--- src/rtl/ex_mem_pkg.sv ---
// EX->MEM stage shared types: ALU op codes, skid buffer state encoding and the packed beat.
package ex_mem_pkg;

  localparam int unsigned XLEN   = 64;
  localparam int unsigned REG_AW = 5;

  typedef enum logic [2:0] {
    AluAdd = 3'b000,
    AluSub = 3'b001,
    AluBeq = 3'b010,
    AluAnd = 3'b100,
    AluOr  = 3'b101
  } alu_op_e;

  typedef enum logic [1:0] {
    StEmpty = 2'd0,
    StOne   = 2'd1,
    StTwo   = 2'd2
  } state_e;

  typedef struct packed {
    logic regwrite;
    logic memread;
    logic memwrite;
  } ctrl_t;

  typedef struct packed {
    logic zero;
    logic negative;
  } flags_t;

  typedef struct packed {
    logic [XLEN-1:0]   result;
    logic [XLEN-1:0]   store_data;
    logic [REG_AW-1:0] rd;
    ctrl_t             ctrl;
    flags_t            flags;
    logic              exc;
  } beat_t;

  // Overflow only traps for the arithmetic ops.
  function automatic logic is_addsub(input logic [2:0] op);
    return (op == AluAdd) || (op == AluSub);
  endfunction

endpackage

--- src/rtl/ex_mem_skid.sv ---
// Two-entry skid buffer over beat_t. o_ready is registered so downstream backpressure never
// reaches the upstream ready combinationally. The output is always the main entry.
module ex_mem_skid
  import ex_mem_pkg::*;
(
  input  logic  clk,
  input  logic  rst_n,
  input  logic  i_flush,
  input  logic  i_valid,
  output logic  o_ready,
  input  beat_t i_beat,
  output logic  o_valid,
  input  logic  i_ready,
  output beat_t o_beat
);

  state_e r_state, w_state_d;
  beat_t  r_main, w_main_d;
  beat_t  r_skid, w_skid_d;
  logic   r_ready;
  logic   w_push, w_pop;

  assign w_push = i_valid & r_ready & ~i_flush;
  assign w_pop  = (r_state != StEmpty) & i_ready & ~i_flush;

  // Next-state and entry update; flush discards everything including the incoming beat.
  always_comb begin
    w_state_d = r_state;
    w_main_d  = r_main;
    w_skid_d  = r_skid;
    if (i_flush) begin
      w_state_d = StEmpty;
    end else begin
      unique case (r_state)
        StEmpty: begin
          if (w_push) begin
            w_state_d = StOne;
            w_main_d  = i_beat;
          end
        end
        StOne: begin
          if (w_push && !w_pop) begin
            w_state_d = StTwo;
            w_skid_d  = i_beat;
          end else if (w_push && w_pop) begin
            w_main_d = i_beat;
          end else if (w_pop) begin
            w_state_d = StEmpty;
          end
        end
        StTwo: begin
          // r_ready is low here, so only a pop can happen.
          if (w_pop) begin
            w_state_d = StOne;
            w_main_d  = r_skid;
          end
        end
        default: w_state_d = StEmpty;
      endcase
    end
  end

  // State, entries and registered ready.
  always_ff @(posedge clk or negedge rst_n) begin
    if (!rst_n) begin
      r_state <= StEmpty;
      r_main  <= '0;
      r_skid  <= '0;
      r_ready <= 1'b1;
    end else begin
      r_state <= w_state_d;
      r_main  <= w_main_d;
      r_skid  <= w_skid_d;
      r_ready <= (w_state_d != StTwo);
    end
  end

  assign o_ready = r_ready;
  assign o_valid = (r_state != StEmpty);
  assign o_beat  = r_main;

endmodule

--- src/rtl/ex_mem_stage.sv ---
// EX->MEM pipeline boundary: resolves BEQ at capture, issues a one-cycle redirect, squashes the
// wrong-path beat and buffers beats in a 2-entry skid. Optional overflow trap: EXMEM_OVF_TRAP_EN.
module ex_mem_stage
  import ex_mem_pkg::*;
#(
  parameter int unsigned XLEN   = ex_mem_pkg::XLEN,
  parameter int unsigned REG_AW = ex_mem_pkg::REG_AW
) (
  input  logic              clk,
  input  logic              rst_n,
  input  logic              flush,
  input  logic              in_valid,
  output logic              in_ready,
  input  logic [2:0]        in_alu_op,
  input  logic [XLEN-1:0]   in_result,
  input  logic              in_zero,
  input  logic              in_negative,
  input  logic              in_carry,
  input  logic              in_overflow,
  input  logic [XLEN-1:0]   in_store_data,
  input  logic [REG_AW-1:0] in_rd,
  input  logic              in_regwrite,
  input  logic              in_memread,
  input  logic              in_memwrite,
  input  logic              in_branch,
  input  logic [XLEN-1:0]   in_br_target,
  output logic              out_valid,
  input  logic              out_ready,
  output logic [XLEN-1:0]   out_result,
  output logic [XLEN-1:0]   out_store_data,
  output logic [REG_AW-1:0] out_rd,
  output logic              out_regwrite,
  output logic              out_memread,
  output logic              out_memwrite,
  output logic              out_zero,
  output logic              out_negative,
  output logic              out_exc,
  output logic              redirect_valid,
  output logic [XLEN-1:0]   redirect_pc
);

  logic            r_redirect_valid;
  logic [XLEN-1:0] r_redirect_pc;
  logic            w_skid_ready;
  logic            w_accept;
  logic            w_taken;
  logic            w_exc;
  logic            w_kill_ctrl;
  beat_t           w_in_beat;
  beat_t           w_out_beat;

`ifdef EXMEM_OVF_TRAP_EN
  assign w_exc = in_overflow & is_addsub(in_alu_op);
  logic w_unused_dbg;
  assign w_unused_dbg = in_carry;
`else
  assign w_exc = 1'b0;
  logic w_unused_dbg;
  assign w_unused_dbg = ^{in_carry, in_overflow, in_alu_op};
`endif

  assign w_taken     = in_branch & in_zero;
  assign w_kill_ctrl = w_taken | w_exc;
  // A beat presented while a redirect is out is wrong-path and never enters the buffer.
  assign w_accept    = in_valid & w_skid_ready & ~flush & ~r_redirect_valid;

  // Capture fields verbatim, masking side effects of taken branches and trapped beats.
  always_comb begin
    w_in_beat                = '0;
    w_in_beat.result         = in_result;
    w_in_beat.store_data     = in_store_data;
    w_in_beat.rd             = in_rd;
    w_in_beat.ctrl.regwrite  = in_regwrite & ~w_kill_ctrl;
    w_in_beat.ctrl.memread   = in_memread & ~w_kill_ctrl;
    w_in_beat.ctrl.memwrite  = in_memwrite & ~w_kill_ctrl;
    w_in_beat.flags.zero     = in_zero;
    w_in_beat.flags.negative = in_negative;
    w_in_beat.exc            = w_exc;
  end

  ex_mem_skid u_skid (
    .clk     (clk),
    .rst_n   (rst_n),
    .i_flush (flush),
    .i_valid (in_valid & ~r_redirect_valid),
    .o_ready (w_skid_ready),
    .i_beat  (w_in_beat),
    .o_valid (out_valid),
    .i_ready (out_ready),
    .o_beat  (w_out_beat)
  );

  // One-cycle redirect pulse for a taken branch; the squash rule prevents back-to-back pulses.
  always_ff @(posedge clk or negedge rst_n) begin
    if (!rst_n) begin
      r_redirect_valid <= 1'b0;
      r_redirect_pc    <= '0;
    end else begin
      r_redirect_valid <= w_accept & w_taken;
      if (w_accept && w_taken) begin
        r_redirect_pc <= in_br_target;
      end
    end
  end

  assign in_ready       = w_skid_ready;
  assign redirect_valid = r_redirect_valid;
  assign redirect_pc    = r_redirect_pc;
  assign out_result     = w_out_beat.result;
  assign out_store_data = w_out_beat.store_data;
  assign out_rd         = w_out_beat.rd;
  assign out_regwrite   = w_out_beat.ctrl.regwrite;
  assign out_memread    = w_out_beat.ctrl.memread;
  assign out_memwrite   = w_out_beat.ctrl.memwrite;
  assign out_zero       = w_out_beat.flags.zero;
  assign out_negative   = w_out_beat.flags.negative;
  assign out_exc        = w_out_beat.exc;

endmodule

--- config.mk ---
export PLATFORM = sky130hd
export DESIGN_NAME = ex_mem_stage
export DESIGN_NICKNAME = d
export VERILOG_FILES = /design/src/rtl/ex_mem_pkg.sv /design/src/rtl/ex_mem_skid.sv /design/src/rtl/ex_mem_stage.sv
export SDC_FILE = /design/constraint.sdc
export NUM_CORES = 1
export LEC_CHECK = 0
export BUFFER_PORTS_ARGS = -buffer_cell sky130_fd_sc_hd__buf_2
export CAP_MARGIN = 20
export CORE_MARGIN = 2
export CORE_UTILIZATION = 31
export DETAILED_ROUTE_END_ITERATION = 8
export PLACE_DENSITY = 0.55
export SLEW_MARGIN = 20
export SYNTH_ARGS = -nofsm -noshare
export SYNTH_HDL_FRONTEND = slang
export SYNTH_SLANG_ARGS = --single-unit
--- constraint.sdc ---
create_clock -name clk -period 2.7 [get_ports clk]
set_clock_uncertainty 0.2 [all_clocks]
set_input_delay 0.135 -clock clk [delete_from_list [all_inputs] [get_ports clk]]
set_output_delay 0.135 -clock clk [all_outputs]
set_load 0.005 [all_outputs]
======== Yosys cells after proc, flatten, opt, wreduce, memory -nomap -nowiden ========
Index checks and enable logic that the tools add are counted.
storage, ports and cells
  logic and storage cells ................. 65
  output and inout bits ................... 206
  register bits after elaboration ......... 345
operators by class
  equal/unequal tests ..................... 7
  bitwise logic cells ..................... 16
  multiplexer cells ....................... 12
  reductions and logical operators ........ 9
operators by type and width
  cell                count
  $mux 139            4
  $pmux 139 s3        1
  $and 1x1->1         13
  $mux 2              6
  $ne 2x1->1 const B  3
  $pmux 2 s3          1
  $reduce_and 6->1    1
  $ne 2x2->1 const B  2
  $logic_and 1x1->1   3
  $not 1->1           3
  $reduce_and 3->1    1
  $reduce_bool 3->1   1
  $eq 2x1->1 const B  1
  $eq 2x2->1 const B  1
  $logic_not 2->1     1
  $reduce_bool 2->1   1
  $logic_not 1->1     1

======== Longest topological paths before layout ========
  depth after elaboration ................. 10
  gate-level depth with buffers ........... 7
  depth with buffers taken out ............ 4

======== By module ========
Synthesis repeated with hierarchy kept, for this count alone.
second synthesis, totals
  cell total of the unflattened synthesis .. 1058
  area total of the unflattened synthesis .. 14500.2 um2
modules (own cells, without submodules)
  module        sequential area each (um2)  area an instance (um2)  times used  cells an instance
  ex_mem_skid   7033.0                      11785.1                 1           915
  ex_mem_stage  1626.6                      2715.1                  1           143

======== Worst setup path after synthesis ========
OpenSTA, ideal clock, no wires.
  path type ............................... reg-to-reg
  start ................................... register u_skid.r_ready, in the netlist u_skid.o_ready
  end ..................................... register u_skid.r_skid[11] (netlist bit)
  stages on the path, launching flop included .. 7
  clock period less this slack ............ 2.138 ns
  setup time .............................. 0.125 ns
  arrival time ............................ 1.813 ns
  setup slack ............................. 0.562 ns
  path buffers ............................ 3
  cells stage by stage .................... dfstp_2 -> nand3b_4 -> or4_1 -> buf_2 -> buf_8 -> buf_6 -> mux2_4
between the ends
  word-level cells in the longest chain between the ends .. 4
ends and longest elaborated chain
  element                     line               source
  start: declaration          ex_mem_skid.sv:20  logic r_ready;
  start signal: assignment    ex_mem_skid.sv:74  r_ready <= (w_state_d != StTwo);
  $and 1x1->1 (2 in a row)    ex_mem_skid.sv:23  assign w_push = i_valid & r_ready & ~i_flush;
  $logic_and 1x1->1           ex_mem_skid.sv:42  if (w_push && !w_pop) begin
  $reduce_and 3->1 (no line)  n/a
  end signal: assignment      ex_mem_skid.sv:73  r_skid <= w_skid_d;
  end: declaration            ex_mem_skid.sv:19  beat_t r_skid, w_skid_d;
No other way between the ends.
A chain may end at the register's enable or synchronous reset.

======== Worst setup path in the final report ========
  start ................................... register u_skid.r_ready, in the netlist u_skid.o_ready
  end ..................................... register u_skid.r_skid[24] (netlist bit)
Same word-level chain as after synthesis.

==> results.json <==
{
  "synth_nets": 1404,
  "drt_iter0_drc": 395,
  "drv_slew": 0,
  "dpl_cell_area_um2": 17700,
  "syn_to_final_growth_pct": 42.7,
  "fin_crit_ps": 2360,
  "p_per_area_nw_per_um2": 744,
  "grt_start_max_net_pins": 86,
  "yosysWarnings": 0,
  "setup_viol": 0,
  "clockBufferDepth": 3,
  "synth-seq-area-share_pct": 58.1,
  "core-area_um2": 47400,
  "p_leak_nw": 10.6,
  "final_common_cell": "nand2_1",
  "fin_total_pwr_mw": 15.7,
  "setup.worst_path.end_class": "flop",
  "viasPerCell": 4.44,
  "cts_max_level": 2,
  "synth_cell_types": 26,
  "fmax_mhz": 423,
  "drt-total-wl_um": 40200,
  "dp_slack_ps": 442,
  "crit_path_max_fanout": 79,
  "hp-class": "in -> async",
  "die_w_um": 223,
  "ys_ff_latch": 344,
  "grt_pass1_vias": 11800,
  "grt_overflow_total": 0,
  "finalNetCount": 2030,
  "dieArea_um2": 49600,
  "antenna_found_initial": 1,
  "worst_setup_path_start_kind": "flop",
  "setup_ws_ps": 338,
  "yosysTopAreaCell": "dfrtp_1",
  "grt_usage_pct": 16.3,
  "worstReg2RegStart": "u_skid.o_ready",
  "timing.critical_path.from": "u_skid.o_ready",
  "synth_top_area_share_pct": 57.9,
  "grt_pass1_wl_um": 64900,
  "synth_cells": 1191,
  "status": "finished, final reports clean",
  "worstMarginPinSlew_ps": 800,
  "vdd.ir_drop.worst_mv": 0.498,
  "cts_setup_buffers": 0,
  "io_pins": 419,
  "tritoncts": "built",
  "path_class": "reg -> reg",
  "rsz0062_at_grt": "no",
  "firstDrtPassIters": 4,
  "numPortBuffers": 412,
  "remaining_drc_errors": 0,
  "root_buffer": "clkbuf_16",
  "antenna_left": 0,
  "fin_cells": 2462,
  "cts_resized": 0,
  "arrival_ps": 2580,
  "routedWlPerCell_um": 16.3,
  "via_count": 10900,
  "dieHeight_um": 223,
  "synth_area_leaders": "dfrtp_1 58%, mux2_2 19%, nand2_1 11%, mux2_4 8.5%, buf_2 0.95%",
  "layout-drive-gt1-share_pct": 45.9,
  "gp_congestion": 0.785,
  "row_count": 80,
  "period_share_pct": 87.5,
  "max-cap-violations": 0,
  "layout_common_cells": "415 x nand2_1, 411 x buf_2, 343 x dfrtp_1, 253 x mux2_2, 212 x dlygate4sd3_1",
  "dp.cells": 2177,
  "dp_hpwl_um": 25300,
  "syn-cell-area_um2": 14800,
  "path_clk_slew_ps": 60,
  "design_area_um2": 21200,
  "initial_utilization_pct": 31.2,
  "cp_data_required_time_ps": 2920,
  "fin_setup_tns_ps": 0,
  "cts_buffers": 41,
  "clock_latency_ps": 550,
  "hold_viol_final": 0,
  "maxSlewHeadroom_pct": 46.7,
  "numClockSinks": 344,
  "postSynthAreaPerCell_um2": 12.4
}
## metrics by stage
step	utilization [%]	hold WS, ps
after floorplan	-	-361
after global placement	37.3	34.1
after detailed placement	37.3	23.5
after CTS	44.6	13.2
after global routing	44.6	46.2
final	44.6	4.42
## metal layers
metal	GRT usage, %	vias up	wire, µm
met5	0	-	0
li1	-	5186	-
met1	19.8	5388	17100
met2	27.7	294	19500
met3	4.65	60	2590
met4	5.28	0	998
## what timing repair did
| action | in CTS | in global routing |
|---|---|---|
| endpoints found under the setup margin | 0 | 0 |
| hold buffers | 212 | 0 |
| hold endpoints to repair | 597 | 0 |
## registers in the layout, indices dropped and copies added, names as in the netlist
register / flops
redirect_pc: 64
redirect_valid: 1
u_skid.o_beat: 138
u_skid.o_ready: 1
u_skid.r_skid: 138
u_skid.r_state: 2
## cells by family (layout without fill, tap and decap cells)
| logic type | Yosys count | after routing | share of synthesized area (%) |
|---|---|---|---|
| xor+xnor | 1 | 1 | 0.0591 |
| simple gates | 426 | 426 | 11.1 |
| flops | 344 | 344 | 58.1 |
| other cells | 1 | 2 | 0.0253 |
| buf+inv | 72 | 727 | 2.62 |
| mux | 337 | 337 | 27.7 |
| compound gates | 10 | 10 | 0.414 |
## cell usage after synthesis, drive strengths merged
cell	n
mux2	337
a211o	2
dfrtp	343
nand3b	1
conb	1
nor3	1
nor2b	2
nor2	1
a2bb2oi	1
nand2	415
o21ai	6
or2	1
xnor2	1
dfstp	1
inv	2
or4	1
clkbuf	24
nand2b	3
buf	46
or3	1
a21oi	1
## worst paths after layout
path / end / slack [ps] / depth (start not counted)
setup / recovery: u_skid.r_skid[24] / 340 / 4
hold / removal: u_skid.r_skid[53] / 4 / 2
setup reg to reg: u_skid.r_skid[24] / 340 / 4
hold reg to reg: u_skid.r_skid[5] / 290 / 2
max in group asynchronous: redirect_pc[59] / 1500 / 3
min in group clk: redirect_pc[36] / 150 / 3
## where the power goes
| part | leakage, nW | switching, mW | total, mW | internal, mW |
|---|---|---|---|---|
| Combinational | 5.83 | 1.15 | 3.18 | 2.03 |
| Sequential | 4.15 | 0.677 | 7.12 | 6.45 |
| Clock | 0.645 | 2.19 | 5.45 | 3.25 |
| Total | 10.6 | 4.02 | 15.7 | 11.7 |
## critical path: stages (launching register included)
cell and delay (ps):
dfstp_2 550, nand3b_4 110, or4_4 540, buf_12 240, mux2_4 420
## area by class of cell
type,instances,area (µm²)
diodes,1,2.50
flip-flops and latches,344,8610
well taps,615,769
multi-input cells,775,5850
repair buffers,653,4590
clock buffers,62,1240
clock inverters,10,86.3
fillers,4396,26300
inverters,2,7.51
(Power assumes the default switching activity.)
